$ cat config.mk
export PLATFORM = sky130hd
export DESIGN_NAME = alu_uart_interface
export DESIGN_NICKNAME = d
export VERILOG_FILES = /design/src/rtl/alu_pkg.sv /design/src/rtl/alu_uart_interface.sv
export SDC_FILE = /design/constraint.sdc
export NUM_CORES = 1
export LEC_CHECK = 0
export CORE_UTILIZATION = 56
export DETAILED_ROUTE_END_ITERATION = 10
export DONT_BUFFER_PORTS = 1
export GPL_TIMING_DRIVEN = 0
export PLACE_DENSITY_LB_ADDON = 0.05
export SLEW_MARGIN = 20
export SYNTH_ARGS = -nofsm -noshare
export SYNTH_HDL_FRONTEND = slang
export SYNTH_SLANG_ARGS = --single-unit
$ cat constraint.sdc
create_clock -name clk -period 2.9 [get_ports clk]
set_input_delay 0.58 -clock clk [delete_from_list [all_inputs] [get_ports clk]]
set_output_delay 0.58 -clock clk [all_outputs]
set_load 0.1 [all_outputs]
$ cat src/rtl/alu_pkg.sv
// Shared ALU definitions: opcode map, host FSM encoding, UART byte width,
// and the legal-opcode check used by both the UART driver and the alu bench.
package alu_pkg;

  localparam int NB_BYTE = 8;
  localparam int OP_W    = 6;

  localparam logic [OP_W-1:0] OP_SRL = 6'h02;
  localparam logic [OP_W-1:0] OP_SRA = 6'h03;
  localparam logic [OP_W-1:0] OP_ADD = 6'h20;
  localparam logic [OP_W-1:0] OP_SUB = 6'h22;
  localparam logic [OP_W-1:0] OP_AND = 6'h24;
  localparam logic [OP_W-1:0] OP_OR  = 6'h25;
  localparam logic [OP_W-1:0] OP_XOR = 6'h26;
  localparam logic [OP_W-1:0] OP_NOR = 6'h27;

  typedef enum logic [2:0] {
    ST_IDLE    = 3'd0,
    ST_GET_B   = 3'd1,
    ST_GET_OP  = 3'd2,
    ST_EXEC    = 3'd3,
    ST_SEND    = 3'd4,
    ST_WAIT_TX = 3'd5
  } state_e;

  function automatic logic is_legal_op(input logic [OP_W-1:0] op);
    return op inside {OP_ADD, OP_SUB, OP_AND, OP_OR,
                      OP_XOR, OP_NOR, OP_SRA, OP_SRL};
  endfunction

endpackage

$ cat src/rtl/alu_uart_interface.sv
// UART <-> alu host driver: 3-byte frame (A, B, OP) in, 1 result byte out.
// Define ALU_UART_TIMEOUT_EN to abort partial frames after TIMEOUT_CYCLES.
import alu_pkg::*;

module alu_uart_interface #(
  parameter int NB_DATA        = 8,
  parameter int NB_OP          = 6,
  parameter int NB_BYTE        = 8,
  parameter int TIMEOUT_CYCLES = 1_000_000
) (
  input  logic                      clk,
  input  logic                      i_rst,
  input  logic [NB_BYTE-1:0]        i_rx_data,
  input  logic                      i_rx_valid,
  input  logic                      i_tx_done,
  input  logic signed [NB_DATA-1:0] i_alu_result,
  output logic signed [NB_DATA-1:0] o_datoA,
  output logic signed [NB_DATA-1:0] o_datoB,
  output logic [NB_OP-1:0]          o_operation,
  output logic [NB_BYTE-1:0]        o_tx_data,
  output logic                      o_tx_start,
  output logic                      o_busy,
  output logic                      o_err
);

  if (NB_DATA < 1 || NB_DATA > 8 || NB_DATA > NB_BYTE) begin : g_bad_nb_data
    $error("alu_uart_interface: NB_DATA out of range");
  end
  if (TIMEOUT_CYCLES < 2) begin : g_bad_timeout
    $error("alu_uart_interface: TIMEOUT_CYCLES too small");
  end

  state_e state_q, state_d;

  logic signed [NB_DATA-1:0] dato_a_q, dato_a_d;
  logic signed [NB_DATA-1:0] dato_b_q, dato_b_d;
  logic [NB_OP-1:0]          op_q, op_d;
  logic [NB_BYTE-1:0]        tx_data_q, tx_data_d;
  logic                      err_q, err_d;

  logic                      op_legal;
  logic                      timeout_exp;
  logic signed [NB_BYTE-1:0] alu_ext;

  assign op_legal = is_legal_op(OP_W'(i_rx_data[NB_OP-1:0]));
  assign alu_ext  = NB_BYTE'(i_alu_result);

`ifdef ALU_UART_TIMEOUT_EN
  localparam int TW = $clog2(TIMEOUT_CYCLES);

  logic [TW-1:0] to_cnt_q, to_cnt_d;
  logic          to_wait;

  // Counts only while a frame is partially received; any byte restarts it.
  assign to_wait     = (state_q == ST_GET_B) || (state_q == ST_GET_OP);
  assign timeout_exp = to_wait && !i_rx_valid &&
                       (to_cnt_q == TW'(TIMEOUT_CYCLES - 1));

  always_comb begin
    to_cnt_d = '0;
    if (to_wait && !i_rx_valid && !timeout_exp) begin
      to_cnt_d = to_cnt_q + 1'b1;
    end
  end

  always_ff @(posedge clk or posedge i_rst) begin
    if (i_rst) begin
      to_cnt_q <= '0;
    end else begin
      to_cnt_q <= to_cnt_d;
    end
  end
`else
  assign timeout_exp = 1'b0;
`endif

  always_ff @(posedge clk or posedge i_rst) begin
    if (i_rst) begin
      state_q   <= ST_IDLE;
      dato_a_q  <= '0;
      dato_b_q  <= '0;
      op_q      <= '0;
      tx_data_q <= '0;
      err_q     <= 1'b0;
    end else begin
      state_q   <= state_d;
      dato_a_q  <= dato_a_d;
      dato_b_q  <= dato_b_d;
      op_q      <= op_d;
      tx_data_q <= tx_data_d;
      err_q     <= err_d;
    end
  end

  always_comb begin
    state_d = state_q;
    unique case (state_q)
      ST_IDLE: begin
        if (i_rx_valid) state_d = ST_GET_B;
      end
      ST_GET_B: begin
        if (i_rx_valid)       state_d = ST_GET_OP;
        else if (timeout_exp) state_d = ST_IDLE;
      end
      ST_GET_OP: begin
        if (i_rx_valid)       state_d = op_legal ? ST_EXEC : ST_IDLE;
        else if (timeout_exp) state_d = ST_IDLE;
      end
      ST_EXEC:    state_d = ST_SEND;
      ST_SEND:    state_d = ST_WAIT_TX;
      ST_WAIT_TX: begin
        if (i_tx_done) state_d = ST_IDLE;
      end
      default:    state_d = ST_IDLE;
    endcase
  end

  // Datapath updates; operands and opcode persist across frames.
  always_comb begin
    dato_a_d  = dato_a_q;
    dato_b_d  = dato_b_q;
    op_d      = op_q;
    tx_data_d = tx_data_q;
    err_d     = 1'b0;
    unique case (state_q)
      ST_IDLE: begin
        if (i_rx_valid) dato_a_d = i_rx_data[NB_DATA-1:0];
      end
      ST_GET_B: begin
        if (i_rx_valid)       dato_b_d = i_rx_data[NB_DATA-1:0];
        else if (timeout_exp) err_d = 1'b1;
      end
      ST_GET_OP: begin
        if (i_rx_valid) begin
          if (op_legal) op_d = i_rx_data[NB_OP-1:0];
          else          err_d = 1'b1;
        end else if (timeout_exp) begin
          err_d = 1'b1;
        end
      end
      ST_EXEC:  tx_data_d = alu_ext;
      default: ;
    endcase
  end

  always_comb begin
    o_datoA     = dato_a_q;
    o_datoB     = dato_b_q;
    o_operation = op_q;
    o_tx_data   = tx_data_q;
    o_tx_start  = (state_q == ST_SEND);
    o_busy      = (state_q != ST_IDLE);
    o_err       = err_q;
  end

endmodule
==> impl_metrics.tcl, run 1 <==
set metrics [dict create \
    syn2layout_area_growth_pct 7.59 \
    hold_ws_ns 0.220 \
    min_path_type "input pin to asynchronous set/reset pin" \
    grt_pass1_vias 803 \
    drt_iter0_markers 3 \
    cts_root_buf "clkbuf_4" \
    die_height_um 52.0 \
    startpoint_type "register" \
    drive_gt1_frac 0.427 \
    routedWlPerCell_um 18.2 \
    cts_buffer_depth 2 \
    post-route-period-util 0.800 \
    grt_pass1_wl_um 3730 \
    insertion_delay_ns 0.33 \
    fp.dieW_um 52.0 \
    ys_seq_area_frac 0.607 \
    synth-xor-area-share 0 \
    fin_setup_tns_ns 0 \
    wl_um 2380 \
    dp_slack_ns 0.940 \
    synth_cells 95 \
    fillers 169 \
    yosys-top-cells-area "dfrtp_1 (61%), mux2_2 (22%), buf_6 (1.6%), nand3b_1 (1.6%), nor4_4 (1.5%)" \
    yosys_warnings 0 \
    grt_usage 0.209 \
    synth_largest_area_cell "dfrtp_1" \
    criticalPathCategory "register to output port" \
    synth.distinct_cells 22 \
    fp-row-count 17 \
    synth_nets 115 \
    ys_ff_latch 34 \
    max_slew_margin 0.310 \
    gp_congestion 0.743 \
    crit_family "simple AND/OR/NAND/NOR gates" \
    ant_nets 0 \
    maxCapViolations 0 \
    drt_first_pass_iters 4 \
    cts_sinks 34 \
    synth_fa_ha_area_frac 0 \
    rsz0062_at_grt "no" \
    grt-ovfl-total 0 \
    netlist_area_um2 1400 \
    grt_max_degree 35 \
    hold_violations 0 \
    cts.clk_slew.worst_paths_ns 0.10 \
    grt_antenna_before_repair 0 \
    place_hpwl_um 1660 \
    cts_tree "yes" \
    port_buffers 0 \
    crit_path_max_incr_delay_ns 0.86 \
    finalSetupViolCount 0 \
    status "finished, final reports clean" \
    avgSynthCellArea_um2 14.8 \
    finalNonFillerCells 131 \
    nets 122 \
    dieArea_um2 2710 \
    fin_skew_ns 0.00820 \
    placedCellCount 123 \
    cts_buffers 5 \
    worst_pin_slew_ns 1.03 \
    coreArea_um2 2280 \
    via_count 785 \
    end_kind "output port" \
    setup_ws_ns 0.580 \
    ios 53 \
    cts_setup_buffers 0 \
    postCtsHoldBufs 0 \
    cp.arrival_ns 1.74 \
    drc 0 \
    slew_viol_final 0 \
    cts_resized 0 \
    synth-compound-area-share 0.0375 \
    fmax_mhz 431 \
    synth_top_family_by_area "multiplexers" \
    antenna_cells 0 \
    path_cells "buf_2 > nor3b_4" \
    fin_crit_ns 2.32 \
    required_ns 2.32 \
    avgViaCountPerCell 5.99 \
    htree_levels 2 \
    synthSimpleGateAreaFrac 0.102 \
    cp_slowest_cell "nor3b_4" \
    initial_utilization 0.616 \
    worstPathMaxFanout 10 \
    synth_mux_area_frac 0.225 \
    synth.top_cell.area_share 0.607 \
    cp_num_buf_inv 1 \
]
## flip-flops by register name, indices dropped and copies added, names as in the netlist
name and flops:
o_operation 6, o_err 1, o_tx_data 8, state_q 3, o_datoB 8, o_datoA 8
## synthesized netlist by cell type, drive strengths merged
cell     instances
a211oi           1
a31oi            1
and2             3
and4bb           1
buf              4
dfrtp           34
inv              2
mux2            28
nand2            3
nand3            1
nand3b           3
nor2             2
nor2b            2
nor3b            2
nor4             1
nor4bb           1
o2111ai          1
o211ai           1
o21ai            2
o22ai            1
or3              1
## stage by stage
step,utilization,instance area (um2)
after floorplan,-,1410
after global placement,0.633,1440
after detailed placement,0.636,1450
after CTS,0.662,1510
after global routing,0.662,1510
final,0.662,1510
## cell type report
class	count	area (um2)	share of cell area
clock inverters	1	5.00	0.00332
flip-flops and latches	34	851	0.564
inverters	2	7.51	0.00498
clock buffers	7	55.1	0.0365
multi-input cells	55	522	0.346
well taps	28	35.0	0.0232
plain buffers	4	32.5	0.0216
## cell usage in the layout (no fill, tap or decap)
master,n
o22ai_1,1
clkbuf_1,1
a211oi_1,1
inv_2,1
nor2_1,2
mux2_2,28
nor3b_1,1
clkbuf_8,1
o211ai_1,1
dfrtp_1,34
buf_2,2
clkinv_2,1
nand2_1,3
or3_1,1
inv_1,1
o21ai_0,2
and4bb_2,1
nand3b_1,3
and2_1,3
o2111ai_2,1
buf_6,2
clkbuf_4,5
a31oi_1,1
nor3b_4,1
nor4bb_1,1
nand3_1,1
nor2b_1,2
nor4_4,1
## final timing paths
kind,from,to,slack (ns),cells past startpoint
max in group asynchronous,i_rst,o_datoB[3],2.22,1
min in group clk,i_alu_result[4],o_tx_data[4],0.39,1
max reg2reg,state_q[2],o_datoA[3],1.27,3
min reg2reg,state_q[2],state_q[2],0.66,3
min,i_rst,o_tx_data[4],0.22,1
max,state_q[1],o_tx_start,0.58,2
## metal layers
metal | global-route usage | share of wire
met5 | 0 | 0
met4 | 0.108 | 0.017
met3 | 0.123 | 0.082
met1 | 0.248 | 0.41
met2 | 0.295 | 0.49
## cells by family (layout without fill, tap and decap cells)
kind of cell           after synthesis  after routing
flip-flops                          34             34
multiplexers                        28             28
AND/OR/NAND/NOR                     20             20
AO/OA/AOI/OAI                        7              7
buffers and inverters                6             14
Power of run 1 is left out: the tool's default activity adds up to more than one toggle a clock period on the data nets, which glitch-free logic cannot reach.
==> inputs of run 2 (changes only) <==
--- a/config.mk
+++ b/config.mk
@@ -5,7 +5,8 @@
 export SDC_FILE = /design/constraint.sdc
 export NUM_CORES = 1
 export LEC_CHECK = 0
-export CORE_UTILIZATION = 56
+export ABC_AREA = 1
+export CORE_UTILIZATION = 55
 export DETAILED_ROUTE_END_ITERATION = 10
 export DONT_BUFFER_PORTS = 1
 export GPL_TIMING_DRIVEN = 0
==> constraint.sdc (replaced) <==
create_clock -name clk -period 2 [get_ports clk]
set_input_delay 0.4 -clock clk [delete_from_list [all_inputs] [get_ports clk]]
set_output_delay 0.4 -clock clk [all_outputs]
set_load 0.1 [all_outputs]
==> run 2 against run 1 <==
Compared with the run above: clock skew decreased by 0.0055 ns; cell count increased by 40%; worst setup slack got worse by 0.51 ns; synthesized area increased by 4.6%; die area increased by 6.2%; sequential share of layout area decreased by 3.4 points; routed wire length increased by 11%; global-route usage increased by 0.52 points; sequential cell count unchanged; worst hold slack got worse by 0.17 ns; utilization decreased by 1.7 points; count of clock-buffer cells in the layout decreased by 1.
==> impl_metrics.tcl, run 2 <==
set metrics [dict create \
    status "finished, final reports clean" \
    async_reset_ff_frac 1.00 \
    synth_cells 146 \
    dieArea_um2 2870 \
    grt_pass1_wl_um 4220 \
    ys.flop_type "dfrtp_1" \
    fin_setup_tns_ns 0 \
    synthTopCellsByCount "nand2_1 (39), dfrtp_1 (34), inv_1 (15), o21ai_2 (10), nor2_1 (9)" \
    crit_path_end "o_tx_start" \
    fmax_mhz 519 \
    via_count 1008 \
    max_slew_margin 0.393 \
    startpoint "state_q[1]" \
    min_path_type "input pin to asynchronous set/reset pin" \
    synth_nets 166 \
    ios 53 \
    fin_crit_ns 1.93 \
    cts.clk_slew.worst_paths_ns 0.10 \
    fin_skew_ns 0.00272 \
    mostFrequentLayoutCells "nand2_1 (38), dfrtp_1 (31), inv_1 (14)" \
    cts_tree "yes" \
    path_cells "nor2_4 > inv_1 > nor2_4" \
    cp.arrival_ns 1.53 \
    cts_root_buf "clkbuf_4" \
    avgViaCountPerCell 5.48 \
    worstPathMaxFanout 4 \
    synth.most_common_cell "nand2_1" \
    synth_edf_count 0 \
    gp_congestion 0.820 \
    maxCapViolations 0 \
    ys_seq_area_frac 0.581 \
    yosys_warnings 0 \
    grt_antenna_before_repair 0 \
    synth.top_cell.area_share 0.581 \
    drc 0 \
    routedWlPerCell_um 14.3 \
    highest_layer "met4" \
    slew_viol_final 0 \
    port_buffers 0 \
    reg2reg_from "o_tx_data[3]" \
    crit_top_cell "nor2_4" \
    routedLengthMet1_um 1140 \
    htree_levels 2 \
    rsz0062_at_grt "no" \
    cp_slowest_cell "nor2_4" \
    nets 174 \
    cts_sinks 34 \
    antenna_cells 0 \
    grt_usage 0.214 \
    required_ns 1.60 \
    hold_violations 0 \
    crit_path_max_incr_delay_ns 0.51 \
    synth.distinct_cells 20 \
    place_hpwl_um 1890 \
    grt_pass1_vias 978 \
    wl_um 2640 \
    avgSynthCellArea_um2 10.0 \
    path_depth 3 \
    startpoint_type "register" \
    netlist_area_um2 1470 \
    r2r_end "o_tx_data[3]" \
    drt_first_pass_iters 4 \
    cts_buffers 5 \
    fp.dieW_um 53.6 \
    r2r_setup_slack_ns 0.70 \
    end_kind "output port" \
    crit_family "simple AND/OR/NAND/NOR gates" \
    grt-ovfl-total 0 \
    worst_pin_slew_ns 0.911 \
    postCtsHoldBufs 0 \
    coreArea_um2 2500 \
    drive_gt1_frac 0.292 \
    synth_largest_area_cell "dfrtp_1" \
    syn2layout_area_growth_pct 10.1 \
    grt_max_degree 35 \
    ys_ff_latch 34 \
    finalSetupViolCount 0 \
    post-route-period-util 0.964 \
    cts_buffer_depth 2 \
    insertion_delay_ns 0.32 \
    criticalPathCategory "register to output port" \
    drt_iter0_markers 29 \
    yosys-top-cells-area "dfrtp_1 (58%), nand2_1 (10%), mux2_2 (6.1%), o21ai_2 (6.0%), inv_1 (3.8%)" \
    ant_nets 0 \
    rr_worst_depth 1 \
    route.met2.wl_um 1250 \
    initial_utilization 0.586 \
    die_height_um 53.6 \
    final_common_cell "nand2_1" \
    wl_met3_um 218 \
    cp_num_buf_inv 1 \
    fp-row-count 18 \
]
==> run 2: what timing repair did <==
action / in CTS / in global routing
gates cloned: 0 / 0
gates resized for setup: 2 / 5
hold endpoints to repair: 0 / 0
pin swaps: 0 / 2
setup buffers: 0 / 1
setup endpoints to repair: 2 / 1
==> run 2: how the worst min path moves through the flow <==
stage | from | slack, ns | cells after the start | endpoint
5_1_grt | i_rst | 0.1 | 1 | o_datoA[4]
3_3_place_gp | i_alu_result[7] | 0.55 | 1 | o_tx_data[7]
4_1_cts | i_rst | 0.06 | 1 | o_tx_data[6]
6_report | i_rst | 0.05 | 1 | o_tx_data[6]
2_1_floorplan | i_rst | 0.54 | 1 | o_datoA[0]
3_5_place_dp | i_rst | 0.43 | 1 | o_tx_data[6]
==> run 2: final cells by class <==
type / instances / area [um2]
flip-flops and latches: 34 / 855
well taps: 30 / 37.5
multi-input cells: 92 / 542
plain buffers: 2 / 22.5
clock inverters: 1 / 30.0
clock buffers: 6 / 51.3
fillers: 192 / 887
repair buffers: 1 / 7.51
inverters: 18 / 67.6
==> run 2: cell families after synthesis <==
logic type             synth area share
and+or+nand+nor                   0.201
DFF                               0.581
AOI/OAI and AO/OA                0.0956
buffers and inverters            0.0615
muxes                            0.0615
==> run 2: stage by stage <==
step	hold WS, ns	utilization	instance area (um2)	std cells	setup WS, ns
after floorplan	0.542	-	1470	146	0.108
after global placement	0.551	0.602	1510	176	0.0216
after detailed placement	0.427	0.602	1510	176	0.000570
after CTS	0.0595	0.638	1590	183	-0.125
after global routing	0.0995	0.645	1610	184	0.0259
final	0.0484	0.645	1610	184	0.0727
==> run 2: routing by layer <==
layer,vias to the layer above,GRT usage
li1,488,-
met1,471,0.240
met2,45,0.348
met3,4,0.0932
met4,0,0.101
met5,-,0
Power of run 2 is left out for the same reason.
==> inputs of run 3 (changes only) <==
--- a/config.mk
+++ b/config.mk
@@ -6,7 +6,8 @@
 export NUM_CORES = 1
 export LEC_CHECK = 0
 export ABC_AREA = 1
-export CORE_UTILIZATION = 55
+export CORE_UTILIZATION = 56
+export CTS_BUF_LIST = sky130_fd_sc_hd__clkbuf_2 sky130_fd_sc_hd__clkbuf_4 sky130_fd_sc_hd__clkbuf_8
 export DETAILED_ROUTE_END_ITERATION = 10
 export DONT_BUFFER_PORTS = 1
 export GPL_TIMING_DRIVEN = 0
==> run 3 against run 2 <==
Compared with the run above: routed wire length increased by 0.64%; design area decreased by 1.7%; worst setup slack got worse by 0.033 ns; non-clock buffer count decreased by 1; critical path type unchanged; global-route usage decreased by 0.67 points; sequential share of layout area increased by 0.76 points.
==> impl_metrics.tcl, run 3 (synthesized netlist as in run 2, its figures left out) <==
set metrics [dict create \
    status "finished, final reports clean" \
    cts_buffer_depth 2 \
    cp.arrival_ns 1.56 \
    finalSetupViolCount 0 \
    crit_path_max_incr_delay_ns 0.51 \
    slew_viol_final 0 \
    max_slew_margin 0.385 \
    cp_slowest_cell "nor2_4" \
    multiInputGateArea_um2 542 \
    cts.clk_slew.worst_paths_ns 0.10 \
    startpoint_type "register" \
    port_buffers 0 \
    fp.dieW_um 53.2 \
    r2r_setup_slack_ns 0.69 \
    drt_iter0_markers 13 \
    crit_family "simple AND/OR/NAND/NOR gates" \
    grt_max_degree 35 \
    via_count 1021 \
    routedLengthMet1_um 1090 \
    path_cells "nor2_4 > inv_1 > nor2_4" \
    ant_nets 0 \
    nets 173 \
    initial_utilization 0.591 \
    maxCapViolations 0 \
    startpoint "state_q[0]" \
    place_hpwl_um 1960 \
    final_common_cell "nand2_1" \
    crit_top_cell "nor2_4" \
    regArea_um2 852 \
    fin_skew_ns 0.00657 \
    fp-row-count 18 \
    wl_met3_um 229 \
    post-route-period-util 0.980 \
    grt_usage 0.207 \
    min_path_type "input pin to asynchronous set/reset pin" \
    insertion_delay_ns 0.31 \
    reg2reg_from "o_tx_data[6]" \
    fmax_mhz 510 \
    fillers 214 \
    die_height_um 53.2 \
    routedWlPerCell_um 14.4 \
    grt_antenna_before_repair 0 \
    criticalPathCategory "register to output port" \
    postCtsHoldBufs 0 \
    postPlaceCellArea_um2 1510 \
    coreArea_um2 2480 \
    route.met2.wl_um 1300 \
    rsz0062_at_grt "yes" \
    final_cell_area_um2 1590 \
    drc 0 \
    required_ns 1.60 \
    cts_tree "yes" \
    wl_um 2650 \
    ios 53 \
    worst_pin_slew_ns 0.923 \
    end_kind "output port" \
    htree_levels 2 \
    syn2layout_area_growth_pct 8.20 \
    gp_congestion 0.812 \
    cts_sinks 34 \
    cts_root_buf "clkbuf_4" \
    drt_first_pass_iters 4 \
    avgViaCountPerCell 5.55 \
    grt_pass1_vias 942 \
    cts_setup_buffers 0 \
    grt_pass1_wl_um 4010 \
    cts_buffers 5 \
    antenna_cells 0 \
    hold_violations 0 \
    grt-ovfl-total 0 \
    dieArea_um2 2820 \
    fin_crit_ns 1.96 \
    worstPathMaxFanout 4 \
    mostFrequentLayoutCells "nand2_1 (38), dfrtp_1 (33), inv_1 (14)" \
    highest_layer "met4" \
    cp_num_buf_inv 1 \
    drive_gt1_frac 0.279 \
]
[run 3: area by class of cell]
| type | instances | share of cell area |
|---|---|---|
| flip-flops and latches | 34 | 0.537 |
| multi-input cells | 92 | 0.342 |
| inverters | 18 | 0.0426 |
| clock buffers | 7 | 0.0371 |
| well taps | 30 | 0.0237 |
| plain buffers | 2 | 0.0142 |
| clock inverters | 1 | 0.00316 |
[run 3: routing by layer]
layer / vias up / GRT usage
li1: 483 / -
met1: 493 / 0.243
met2: 40 / 0.342
met3: 5 / 0.0776
met4: 0 / 0.0789
met5: - / 0
[run 3: timing repair]
item / CTS / global route
endpoints found under the setup margin: 2 / 2
gates cloned: 0 / 0
resized for setup: 1 / 4
pin swaps: 0 / 1
[run 3: per-stage QoR]
step	util	TNS [ns]	setup slack, ns	hold slack [ns]	cells
2_1_floorplan	-	0	0.108	0.542	146
3_3_place_gp	0.608	0	0.00825	0.551	176
3_5_place_dp	0.608	-0.000619	-0.000619	0.426	176
4_1_cts	0.635	-0.196	-0.113	0.0680	184
5_1_grt	0.640	-0.0146	-0.0146	0.108	184
6_report	0.640	0	0.0397	0.0563	184
[run 3: worst paths after layout]
kind | cells past startpoint | end
worst max-delay path | 3 | o_tx_start
worst min-delay path | 1 | o_datoA[4]
worst max register to register | 1 | o_tx_data[6]
worst min register to register | 2 | state_q[0]
max in group asynchronous | 1 | state_q[0]
min in group clk | 2 | o_operation[2]
Power of run 3 is left out for the same reason.
